<file path="src/rtl/adt_pkg.sv">
// ============================================================================
// Module      : adt_pkg
// Description : Shared constants and FSM encoding for the ADT serial link
//               frame transmit and receive paths.
// Revision    : 1.0 - initial release
// ============================================================================
`default_nettype none

package adt_pkg;

    // Frame header bytes, sent first on every frame
    localparam logic [7:0] SOF_L         = 8'h64;
    localparam logic [7:0] SOF_H         = 8'h00;

    // Total bytes per frame (header + payload + checksum) and payload size
    localparam int         R_FRAME_LEN   = 25;
    localparam int         PAYLOAD_BYTES = 22;

    // Idle clk cycles between byte_done and the next byte_start
    localparam int         T_GAP         = 5;

    // Transmit FSM encoding
    typedef enum logic [3:0] {
        ST_IDLE = 4'd0,
        ST_GAP  = 4'd1,
        ST_SEND = 4'd2,
        ST_DONE = 4'd3
    } adt_tx_state_e;

endpackage

`default_nettype wire

</file>
<file path="src/rtl/adt_frame_tx.sv">
// ============================================================================
// Module      : adt_frame_tx
// Description : ADT response frame transmitter. Sends SOF_L, SOF_H, 22
//               payload bytes and an 8-bit additive checksum to a byte UART
//               over a byte_start/byte_done handshake.
//               Optional macro ADT_TX_TIMEOUT_EN adds a byte_done watchdog
//               (T_DONE_TO clk cycles) that aborts the frame with tx_error.
// Revision    : 1.0 - initial release
// ============================================================================
`default_nettype none

module adt_frame_tx #(
    parameter logic [31:0] T_DONE_TO = 32'd50_000_000
) (
    input  logic         clk,
    input  logic         reset_n,
    input  logic         frame_start,
    input  logic [175:0] payload,
    input  logic         byte_done,
    output logic [7:0]   byte_data,
    output logic         byte_start,
    output logic         tx_busy,
    output logic         frame_done,
    output logic         tx_error
);

    import adt_pkg::*;

    localparam logic [4:0] C_LAST_IDX = 5'(R_FRAME_LEN - 1);
    localparam logic [7:0] C_GAP_LAST = 8'(T_GAP - 1);

    adt_tx_state_e                  r_state,      w_state_nxt;
    logic [PAYLOAD_BYTES-1:0][7:0]  r_shadow,     w_shadow_nxt;
    logic [4:0]                     r_byte_cnt,   w_byte_cnt_nxt;
    logic [7:0]                     r_csum,       w_csum_nxt;
    logic [7:0]                     r_gap_cnt,    w_gap_cnt_nxt;
    logic [7:0]                     r_byte_data,  w_byte_data_nxt;
    logic                           r_byte_start, w_byte_start_nxt;
    logic                           r_tx_busy,    w_tx_busy_nxt;
    logic                           r_frame_done, w_frame_done_nxt;
    logic [4:0]                     w_pl_idx;
    logic [7:0]                     w_mux_byte;
`ifdef ADT_TX_TIMEOUT_EN
    logic [31:0]                    r_to_cnt,     w_to_cnt_nxt;
    logic                           r_tx_error,   w_tx_error_nxt;
`endif

    // Select the byte to present for the current byte_cnt
    always_comb begin
        w_pl_idx   = 5'd0;
        w_mux_byte = r_shadow[0];
        if (r_byte_cnt == 5'd0) begin
            w_mux_byte = SOF_L;
        end else if (r_byte_cnt == 5'd1) begin
            w_mux_byte = SOF_H;
        end else if (r_byte_cnt == C_LAST_IDX) begin
            w_mux_byte = r_csum;
        end else begin
            w_pl_idx   = r_byte_cnt - 5'd2;
            w_mux_byte = r_shadow[w_pl_idx];
        end
    end

    // Next-state and next-value logic for the FSM and its datapath
    always_comb begin
        w_state_nxt      = r_state;
        w_shadow_nxt     = r_shadow;
        w_byte_cnt_nxt   = r_byte_cnt;
        w_csum_nxt       = r_csum;
        w_gap_cnt_nxt    = r_gap_cnt;
        w_byte_data_nxt  = r_byte_data;
        w_byte_start_nxt = r_byte_start;
        w_tx_busy_nxt    = r_tx_busy;
        w_frame_done_nxt = 1'b0;
`ifdef ADT_TX_TIMEOUT_EN
        w_to_cnt_nxt     = r_to_cnt;
        w_tx_error_nxt   = 1'b0;
`endif
        case (r_state)
            ST_IDLE: begin
                // byte_done is ignored here; only frame_start matters
                if (frame_start) begin
                    w_shadow_nxt   = payload;
                    w_byte_cnt_nxt = 5'd0;
                    w_csum_nxt     = 8'd0;
                    w_gap_cnt_nxt  = 8'd0;
                    w_tx_busy_nxt  = 1'b1;
                    w_state_nxt    = ST_GAP;
                end
            end
            ST_GAP: begin
                if (r_gap_cnt == C_GAP_LAST) begin
                    w_gap_cnt_nxt    = 8'd0;
                    w_byte_start_nxt = 1'b1;
                    w_byte_data_nxt  = w_mux_byte;
                    w_state_nxt      = ST_SEND;
`ifdef ADT_TX_TIMEOUT_EN
                    w_to_cnt_nxt     = 32'd0;
`endif
                end else begin
                    w_gap_cnt_nxt = r_gap_cnt + 8'd1;
                end
            end
            ST_SEND: begin
`ifdef ADT_TX_TIMEOUT_EN
                w_to_cnt_nxt = r_to_cnt + 32'd1;
`endif
                if (byte_done) begin
                    w_byte_start_nxt = 1'b0;
`ifdef ADT_TX_TIMEOUT_EN
                    w_to_cnt_nxt     = 32'd0;
`endif
                    if (r_byte_cnt < C_LAST_IDX) begin
                        w_csum_nxt     = r_csum + r_byte_data;
                        w_byte_cnt_nxt = r_byte_cnt + 5'd1;
                    end
                    if (r_byte_cnt == C_LAST_IDX) begin
                        w_frame_done_nxt = 1'b1;
                        w_tx_busy_nxt    = 1'b0;
                        w_state_nxt      = ST_DONE;
                    end else begin
                        w_gap_cnt_nxt = 8'd0;
                        w_state_nxt   = ST_GAP;
                    end
                end
`ifdef ADT_TX_TIMEOUT_EN
                // Timeout lands the error pulse T_DONE_TO cycles after byte_start rose
                else if (r_to_cnt == T_DONE_TO - 32'd1) begin
                    w_byte_start_nxt = 1'b0;
                    w_tx_busy_nxt    = 1'b0;
                    w_tx_error_nxt   = 1'b1;
                    w_to_cnt_nxt     = 32'd0;
                    w_state_nxt      = ST_IDLE;
                end
`endif
            end
            ST_DONE: begin
                w_state_nxt = ST_IDLE;
            end
            default: begin
                w_state_nxt = ST_IDLE;
            end
        endcase
    end

    // State and datapath registers
    always_ff @(posedge clk or negedge reset_n) begin
        if (!reset_n) begin
            r_state      <= ST_IDLE;
            r_shadow     <= '0;
            r_byte_cnt   <= 5'd0;
            r_csum       <= 8'd0;
            r_gap_cnt    <= 8'd0;
            r_byte_data  <= 8'd0;
            r_byte_start <= 1'b0;
            r_tx_busy    <= 1'b0;
            r_frame_done <= 1'b0;
`ifdef ADT_TX_TIMEOUT_EN
            r_to_cnt     <= 32'd0;
            r_tx_error   <= 1'b0;
`endif
        end else begin
            r_state      <= w_state_nxt;
            r_shadow     <= w_shadow_nxt;
            r_byte_cnt   <= w_byte_cnt_nxt;
            r_csum       <= w_csum_nxt;
            r_gap_cnt    <= w_gap_cnt_nxt;
            r_byte_data  <= w_byte_data_nxt;
            r_byte_start <= w_byte_start_nxt;
            r_tx_busy    <= w_tx_busy_nxt;
            r_frame_done <= w_frame_done_nxt;
`ifdef ADT_TX_TIMEOUT_EN
            r_to_cnt     <= w_to_cnt_nxt;
            r_tx_error   <= w_tx_error_nxt;
`endif
        end
    end

    assign byte_data  = r_byte_data;
    assign byte_start = r_byte_start;
    assign tx_busy    = r_tx_busy;
    assign frame_done = r_frame_done;
`ifdef ADT_TX_TIMEOUT_EN
    assign tx_error   = r_tx_error;
`else
    assign tx_error   = 1'b0;
`endif

endmodule

`default_nettype wire

</file>
<file path="config.mk">
export PLATFORM = sky130hd
export DESIGN_NAME = adt_frame_tx
export DESIGN_NICKNAME = d
export VERILOG_FILES = /design/src/rtl/adt_pkg.sv /design/src/rtl/adt_frame_tx.sv
export SDC_FILE = /design/constraint.sdc
export NUM_CORES = 1
export LEC_CHECK = 0
export BUFFER_PORTS_ARGS = -buffer_cell sky130_fd_sc_hd__buf_2
export CORE_AREA = 2 2 146 148
export DETAILED_ROUTE_END_ITERATION = 16
export DIE_AREA = 0 0 148 150
export PLACE_DENSITY = 0.71
export SLEW_MARGIN = 30
export SYNTH_ARGS = -nofsm -noshare
export SYNTH_HDL_FRONTEND = slang
export SYNTH_SLANG_ARGS = --single-unit
</file>
<file path="constraint.sdc">
create_clock -name clk -period 8.99 [get_ports clk]
set_input_delay 0.899 -clock clk [delete_from_list [all_inputs] [get_ports clk]]
set_output_delay 0.899 -clock clk [all_outputs]
set_load 0.05 [all_outputs]
</file>
==> metrics.md, run 1 <==
| Metric | Value |
|---|---|
| Mapped Area | `a little over 10000 µm²` |
| Seq/Total Area, Yosys | `0.520` |
| CP max FO | `90` |
| Critical Path Source Type | `flop` |
| Final count of pins violating max slew | `0` |
| Number of flops mapped to enable cells by yosys | `0` |
| Leakage Power | `approximately 5.1 nW` |
| Async SR Flop Fraction | `1.00` |
| Total track usage | `0.220` |
| Max_slew headroom | `0.444` |
| Hold Path Depth | `2` |
| Reg area | `5260 µm²` |
| Crit-path max cell delay | `a little under 700 ps` |
| Worst reg2reg path endpoint | `r_shadow[138]` |
| I/O Buffers | `between 150 and 200` |
| Syn Area/Cell | `~13 µm²` |
| Setup CP Type | `reg2reg` |
| Count of final setup violators | `0` |
| Initial Utilization | `0.489` |
| Num rows | `53` |
| Setup bufs post-CTS | `0` |
| Multi-input gate area | `around 4600 µm²` |
| Synthesized netlist cell count | `between 700 and 800` |
| Die H | `approximately 150 µm` |
| Vias in the first global route | `~7200` |
| WP data arrival | `3480 ps` |
| Clock root buffer | `clkbuf_16` |
| Clk buf depth | `3` |
| Routability cong. | `0.850` |
| Via density | `about 5.6` |
| DR WL/cell | `around 20 µm` |
| Clock period minus worst slack | `3100 ps` |
| Critical path startpoint | `r_state[1]` |
| GRT overflow | `0` |
| Via count | `around 7000` |
| Ys flop type | `dfrtp_1` |
| Slowest cell on the critical path | `buf_6` |
| Post-synth net total | `981` |
| Post-CTS Hold Buffers | `0` |
| CP top delay family | `buffers and inverters` |
| Largest net degree at the start of global routing | `around 100` |
| Core Box Area | `20700 µm²` |
| Status | `finished clean` |
| CP Buf/Inv Count | `2` |
| CTS buffer count | `23` |
| Post-route cell area | `approximately 12000 µm²` |
| Fin util | `0.578` |
| CP dominant cell by count | `buf_6` |
| Filler instances | `approximately 1800` |
| Area Growth Syn to Fin | `18.3%` |
| Crit path cell chain | `nor2b_1 > nor2b_4 > buf_6 > buf_6 > mux2_2` |
| Fraction of layout cells with a size suffix above 1 | `0.466` |
| RSZ-0062 raised after global routing | `false` |
| Total wire length | `24.4 mm` |
| Hold/Removal Path Class | `reg2reg` |
| Io pins | `approximately 190` |
| Placed inst area | `11200 µm²` |
| Initial antenna violation count | `10` |
| Synth cell types | `57` |
| Worst Setup EP | `r_shadow[138]` |
| Chip width | `approximately 150 µm` |
| PwrDens | `~310 nW/µm²` |
| Fin. Hold Viols | `0` |
| Antenna-violating nets left | `0` |
| Clk pin slew, worst setup/hold paths | `roughly 60 ps` |
| Clock Skew | `10.3 ps` |
| CTS tree | `built` |
| Post-route insts no fill | `between 1000 and 1500` |
| Fin crit share | `0.344` |
| Register-to-register path setup slack | `around 5900 ps` |
| Total negative slack | `0 ps` |
| H-tree Lvls | `1` |
| Max frequency | `roughly 320 MHz` |
| VDD IR max | `~0.17 mV` |
| DP HPWL | `approximately 17 mm` |
| Worst reg2reg startpoint | `r_state[1]` |
| First-pass GRT wire length | `38.5 mm` |
| Total power | `roughly 0.0037 W` |
| Die area | `22200 µm²` |
| Ys Warns | `0` |
| Post_cts resized | `0` |
| Initial DRC Count | `about 460` |
| Clock latency at the later pin of the worst-skew pair | `510 ps` |
| Reg2reg path depth | `5` |
| Placed insts | `1208` |
| Pre-Repair DR Iteration Count | `5` |
| Max cap viols | `0` |
| Data required, critical path | `9380 ps` |
| Drc violations | `0` |
| CP Depth | `5` |
| Layout net count | `~1200` |
| # clock sinks | `210` |
| Slew of the pin with the lowest slew margin | `between 800 and 900 ps` |
| Critical path capture point type | `flop` |
| FF+latch count, synth | `210` |
==> report_power, final <==
group	switching [W]	total, W	internal, W
sequential	0.000251	0.00163	0.00138
combinational	0.000528	0.00121	0.000678
clock	0.000371	0.000891	0.000520
total	0.00115	0.00373	0.00258
==> cell usage in the layout, fill, tap and decap left out, drive strengths merged, types with 2 or more instances in the layout <==
cell and instances:
and4 3, a22oi 3, a31oi 11, dfrtp 210, nand3 6, o32ai 2
a2bb2oi 5, o21a 3, clkbuf 37, nor2 30, mux2 205, ha 15
nor3 7, buf 195, a221oi 19, inv 14, clkinv 2, a211oi 3
mux4 5, nor2b 6, o41ai 2, mux2i 50, nand2 38, nand2b 3
a21oi 4, xnor2 3, o2bb2ai 3, and3 3, xor2 3, nor3b 2
o31ai 3, o21ai 34, or2 4, o22ai 21
==> state kept, by name, summed over array words and instances, names as in the netlist <==
name and flops:
r_shadow 176, byte_data 8, r_state 2, byte_start 1, r_byte_cnt 5, tx_busy 1, frame_done 1, r_csum 8
r_gap_cnt 8
==> through the flow <==
stage,worst slack [ps],hold slack (ps)
global route,5690,513
CTS,5590,495
detailed placement,5590,480
global placement,5090,479
finish,5890,493
floorplan,6180,464
==> worst min path at each step <==
stage | from | slack (ps) | to
finish | byte_start | 490 | byte_start
global route | r_shadow[21] | 510 | r_shadow[21]
global placement | byte_start | 480 | byte_start
detailed placement | byte_start | 480 | byte_start
floorplan | r_csum[2] | 460 | r_csum[2]
CTS | byte_start | 500 | byte_start
==> cell usage after synthesis, types with 2 or more instances <==
cell | n | area share
a21oi_1 | 4 | 0.0020
inv_1 | 13 | 0.0048
o21ai_0 | 30 | 0.015
nor3_1 | 6 | 0.0030
a31oi_1 | 11 | 0.0068
o21ai_1 | 4 | 0.0020
a221oi_1 | 19 | 0.016
o22ai_1 | 21 | 0.013
and3_1 | 3 | 0.0019
nor2b_1 | 6 | 0.0037
a2bb2oi_1 | 5 | 0.0043
xor2_1 | 3 | 0.0026
nor2_1 | 30 | 0.011
mux4_2 | 5 | 0.011
xnor2_1 | 3 | 0.0026
o41ai_1 | 2 | 0.0017
mux2i_1 | 50 | 0.050
ha_1 | 15 | 0.019
buf_2 | 26 | 0.013
nand2_1 | 38 | 0.014
nor3b_1 | 2 | 0.0015
o31ai_1 | 3 | 0.0022
nand2b_1 | 3 | 0.0019
mux2_2 | 205 | 0.23
a211oi_1 | 3 | 0.0022
buf_4 | 7 | 0.0052
nand3_1 | 6 | 0.0030
or2_2 | 3 | 0.0019
dfrtp_1 | 210 | 0.52
o21a_1 | 3 | 0.0022
o32ai_2 | 2 | 0.0032
o2bb2ai_1 | 3 | 0.0026
and4_1 | 3 | 0.0026
clkbuf_1 | 13 | 0.0048
a22oi_1 | 3 | 0.0022
==> cell type report <==
cell class,count,share of cell area
inverters,13,0.00408
flip-flops and latches,210,0.440
clock inverters,4,0.00220
clock buffers,36,0.0572
diodes,1,0.000209
repair buffers,196,0.0850
multi-input cells,514,0.383
well taps,275,0.0288
==> worst register-to-register path, delay by kind of cell, from the launching register on <==
kind	cells	cell delay, ps
buffers and inverters	2	1370
and+or+nand+nor	2	540
DFF	1	590
muxes	1	490
==> cell families after synthesis <==
| group | share of synthesized area |
|---|---|
| AO/OA/AOI/OAI | 0.0847 |
| XOR/XNOR | 0.00520 |
| adder cells (fa/ha/maj) | 0.0205 |
| buffers and inverters | 0.0292 |
| flip-flops | 0.520 |
| multiplexers | 0.289 |
| other | 0.000371 |
| AND/OR/NAND/NOR | 0.0512 |
==> per-layer routing <==
layer,up-vias,global-route usage,share of wire
li1,3248,-,-
met1,3515,0.293,0.43
met2,198,0.353,0.48
met3,49,0.0561,0.068
met4,14,0.0700,0.024
met5,-,0,0.0040
Power figures use the tool's default switching activity.
==> run 2: changes to the inputs <==
Settings changed: PLACE_DENSITY 0.71 to 0.74.
Clock period 8.99 ns to 2.8 ns, I/O delays scaled along.
==> metrics.md, run 2 (synthesis results as in run 1) <==
| Metric | Value |
|---|---|
| Status | `finished clean` |
| Clock root buffer | `clkbuf_16` |
| H-tree Lvls | `1 (unchanged)` |
| Clock power frac | `0.248 (+0.009)` |
| Io pins | `192 (unchanged)` |
| PwrDens | `957 nW/µm² (+210%)` |
| Fin. Hold Viols | `0 (unchanged)` |
| Antenna-violating nets left | `0 (unchanged)` |
| Fraction of layout cells with a size suffix above 1 | `0.421 (-0.0449)` |
| I/O Buffers | `190 (unchanged)` |
| Setup CP Type | `reg2reg` |
| Register-to-register path setup slack | `340 ps (-5560 ps)` |
| Slowest cell on the critical path | `nor2_1` |
| Largest net degree at the start of global routing | `79 (-23%)` |
| Commonest non-fill, non-tap cell in the layout | `dfrtp_1` |
| Via density | `5.54 (-1.5%)` |
| Placed inst area | `11400 µm² (+1.1%)` |
| Pint | `0.00870 W (+240%)` |
| # clock sinks | `210 (unchanged)` |
| Combinational Power Share | `0.336 (+0.013)` |
| First-pass GRT wire length | `43.3 mm (+13%)` |
| Final count of pins violating max slew | `0 (unchanged)` |
| Crit-path max cell delay | `660 ps (-30 ps)` |
| Via count | `7601 (+8.2%)` |
| Die H | `150 µm (unchanged)` |
| Area Growth Syn to Fin | `31.3%` |
| Fin util | `0.642 (+0.0636)` |
| Chip width | `148 µm (unchanged)` |
| Die area | `22200 µm² (unchanged)` |
| Post-route cell area | `13300 µm² (+11%)` |
| Clock period minus worst slack | `2460 ps (-633 ps)` |
| VDD IR max | `0.721 mV (+330%)` |
| Most frequent cells in the layout | `209 x dfrtp_1, 205 x mux2_2, 189 x buf_2, 111 x dlygate4sd3_1, 50 x mux2i_1` |
| Clock Skew | `6.72 ps (-3.56 ps)` |
| GRT overflow | `0 (unchanged)` |
| Critical Path Source Type | `flop` |
| Max FFs per register | `176 (unchanged)` |
| Max frequency | `406 MHz (+26%)` |
| Critical path capture point type | `flop` |
| WP data arrival | `2850 ps (-630 ps)` |
| Clk buf depth | `3 (unchanged)` |
| Fin crit share | `0.880 (+0.535)` |
| Total power | `0.0127 W (+240%)` |
| Layout net count | `1276 (+11%)` |
| CTS buffer count | `24 (+4.3%)` |
| Initial DRC Count | `450 (-1.5%)` |
| Total wire length | `27.6 mm (+13%)` |
| CP Buf/Inv Count | `1 (-1)` |
| Routability cong. | `0.873 (+2.7%)` |
| Hold/Removal Path Class | `in2reg` |
| DR WL/cell | `20.1 µm (+2.9%)` |
| Top reg by flops | `r_shadow` |
| Initial Utilization | `0.489 (unchanged)` |
| Data required, critical path | `3180 ps (-6200 ps)` |
| Drc violations | `0 (unchanged)` |
| Total track usage | `0.251 (+0.0314)` |
| CTS tree | `built` |
| Net Sw Power | `0.00401 W (+250%)` |
| Vias in the first global route | `8040 (+11%)` |
| Core Box Area | `20700 µm² (unchanged)` |
| Pre-Repair DR Iteration Count | `5 (unchanged)` |
| Final hold slack | `1.91 ps (-491 ps)` |
| Slew of the pin with the lowest slew margin | `861 ps (+26.6 ps)` |
| Max_slew headroom | `0.424 (-0.0198)` |
| RSZ-0062 raised after global routing | `false` |
| Count of final setup violators | `0 (unchanged)` |
| Initial antenna violation count | `1 (-9)` |
| CP dominant cell by count | `a221oi_1` |
| Clk pin slew, worst setup/hold paths | `60 ps (about the same)` |
| CP top delay family | `compound AO/OA/AOI/OAI gates` |
| Total negative slack | `0 ps (unchanged)` |
| Crit path cell chain | `inv_1 > ha_1 > nor2_1 > a221oi_1 > a221oi_1 > a31oi_1` |
| Leakage Power | `5.67 nW (+11%)` |
| DP HPWL | `18.2 mm (+7.4%)` |
| Num rows | `53 (unchanged)` |
| Max cap viols | `0 (unchanged)` |
| Sw Share | `0.316 (+0.00715)` |
| Setup bufs post-CTS | `0 (unchanged)` |
| Clock latency at the later pin of the worst-skew pair | `510 ps (about the same)` |
| Flop pwr share | `0.416 (-0.021)` |
| CP max FO | `14 (-84%)` |
[run 2: cell count changes in the layout (fill, tap and decap cells not counted), sizes merged]
cell | previous run | this run
inv | 14 | 13
clkinv | 2 | 0
buf | 195 | 205
bufinv | 0 | 1
dlygate4sd3 | 0 | 111
clkbuf | 37 | 41
[run 2: worst paths after layout]
| kind | endpoint | startpoint | cells past startpoint |
|---|---|---|---|
| worst max-delay path | byte_data[7] | r_byte_cnt[2] | 6 |
| worst min-delay path | r_shadow[41] | payload[41] | 2 |
| worst max register to register | byte_data[7] | r_byte_cnt[2] | 6 |
| worst min register to register | tx_busy | tx_busy | 2 |
| max in group asynchronous | r_shadow[74] | reset_n | 3 |
| min in group asynchronous | r_shadow[0] | reset_n | 2 |
[run 2: final cells by class]
class                           count  area, µm²
Antenna cell                        1       2.50
Clock buffer                       40        762
Clock inverter                      2       37.5
Fill cell                        1554       7420
Inverter                           13       48.8
Multi-Input combinational cell    514       4570
Sequential cell                   210       5260
Tap cell                          275        344
Timing Repair Buffer              317       2250
[run 2: routing by layer]
metal	GRT usage	up-vias	wire (µm)
met5	0	-	0
met4	0.0886	0	923
met3	0.0591	69	1990
met2	0.425	278	13600
met1	0.317	3758	11100
li1	-	3496	-
[run 2: power groups by stage]
stage / Clock [W] / Combinational (W) / Sequential [W]
CTS: 0.00320 / 0.00425 / 0.00524
floorplan: 0 / 0.00310 / 0.00503
finish: 0.00315 / 0.00427 / 0.00529
detailed placement: 0 / 0.00409 / 0.00528
global route: 0.00333 / 0.00463 / 0.00545
global placement: 0 / 0.00403 / 0.00522
[run 2: what timing repair did]
action / CTS / global route
hold buffers: 106 / 5
hold endpoints to repair: 144 / 5
resized for setup: 0 / 0
[run 2: through the flow]
step / setup WS (ps) / std cells
floorplan: 52.8 / 785
global placement: 528 / 1218
detailed placement: 388 / 1218
CTS: 359 / 1366
global route: 85.8 / 1371
finish: 337 / 1372
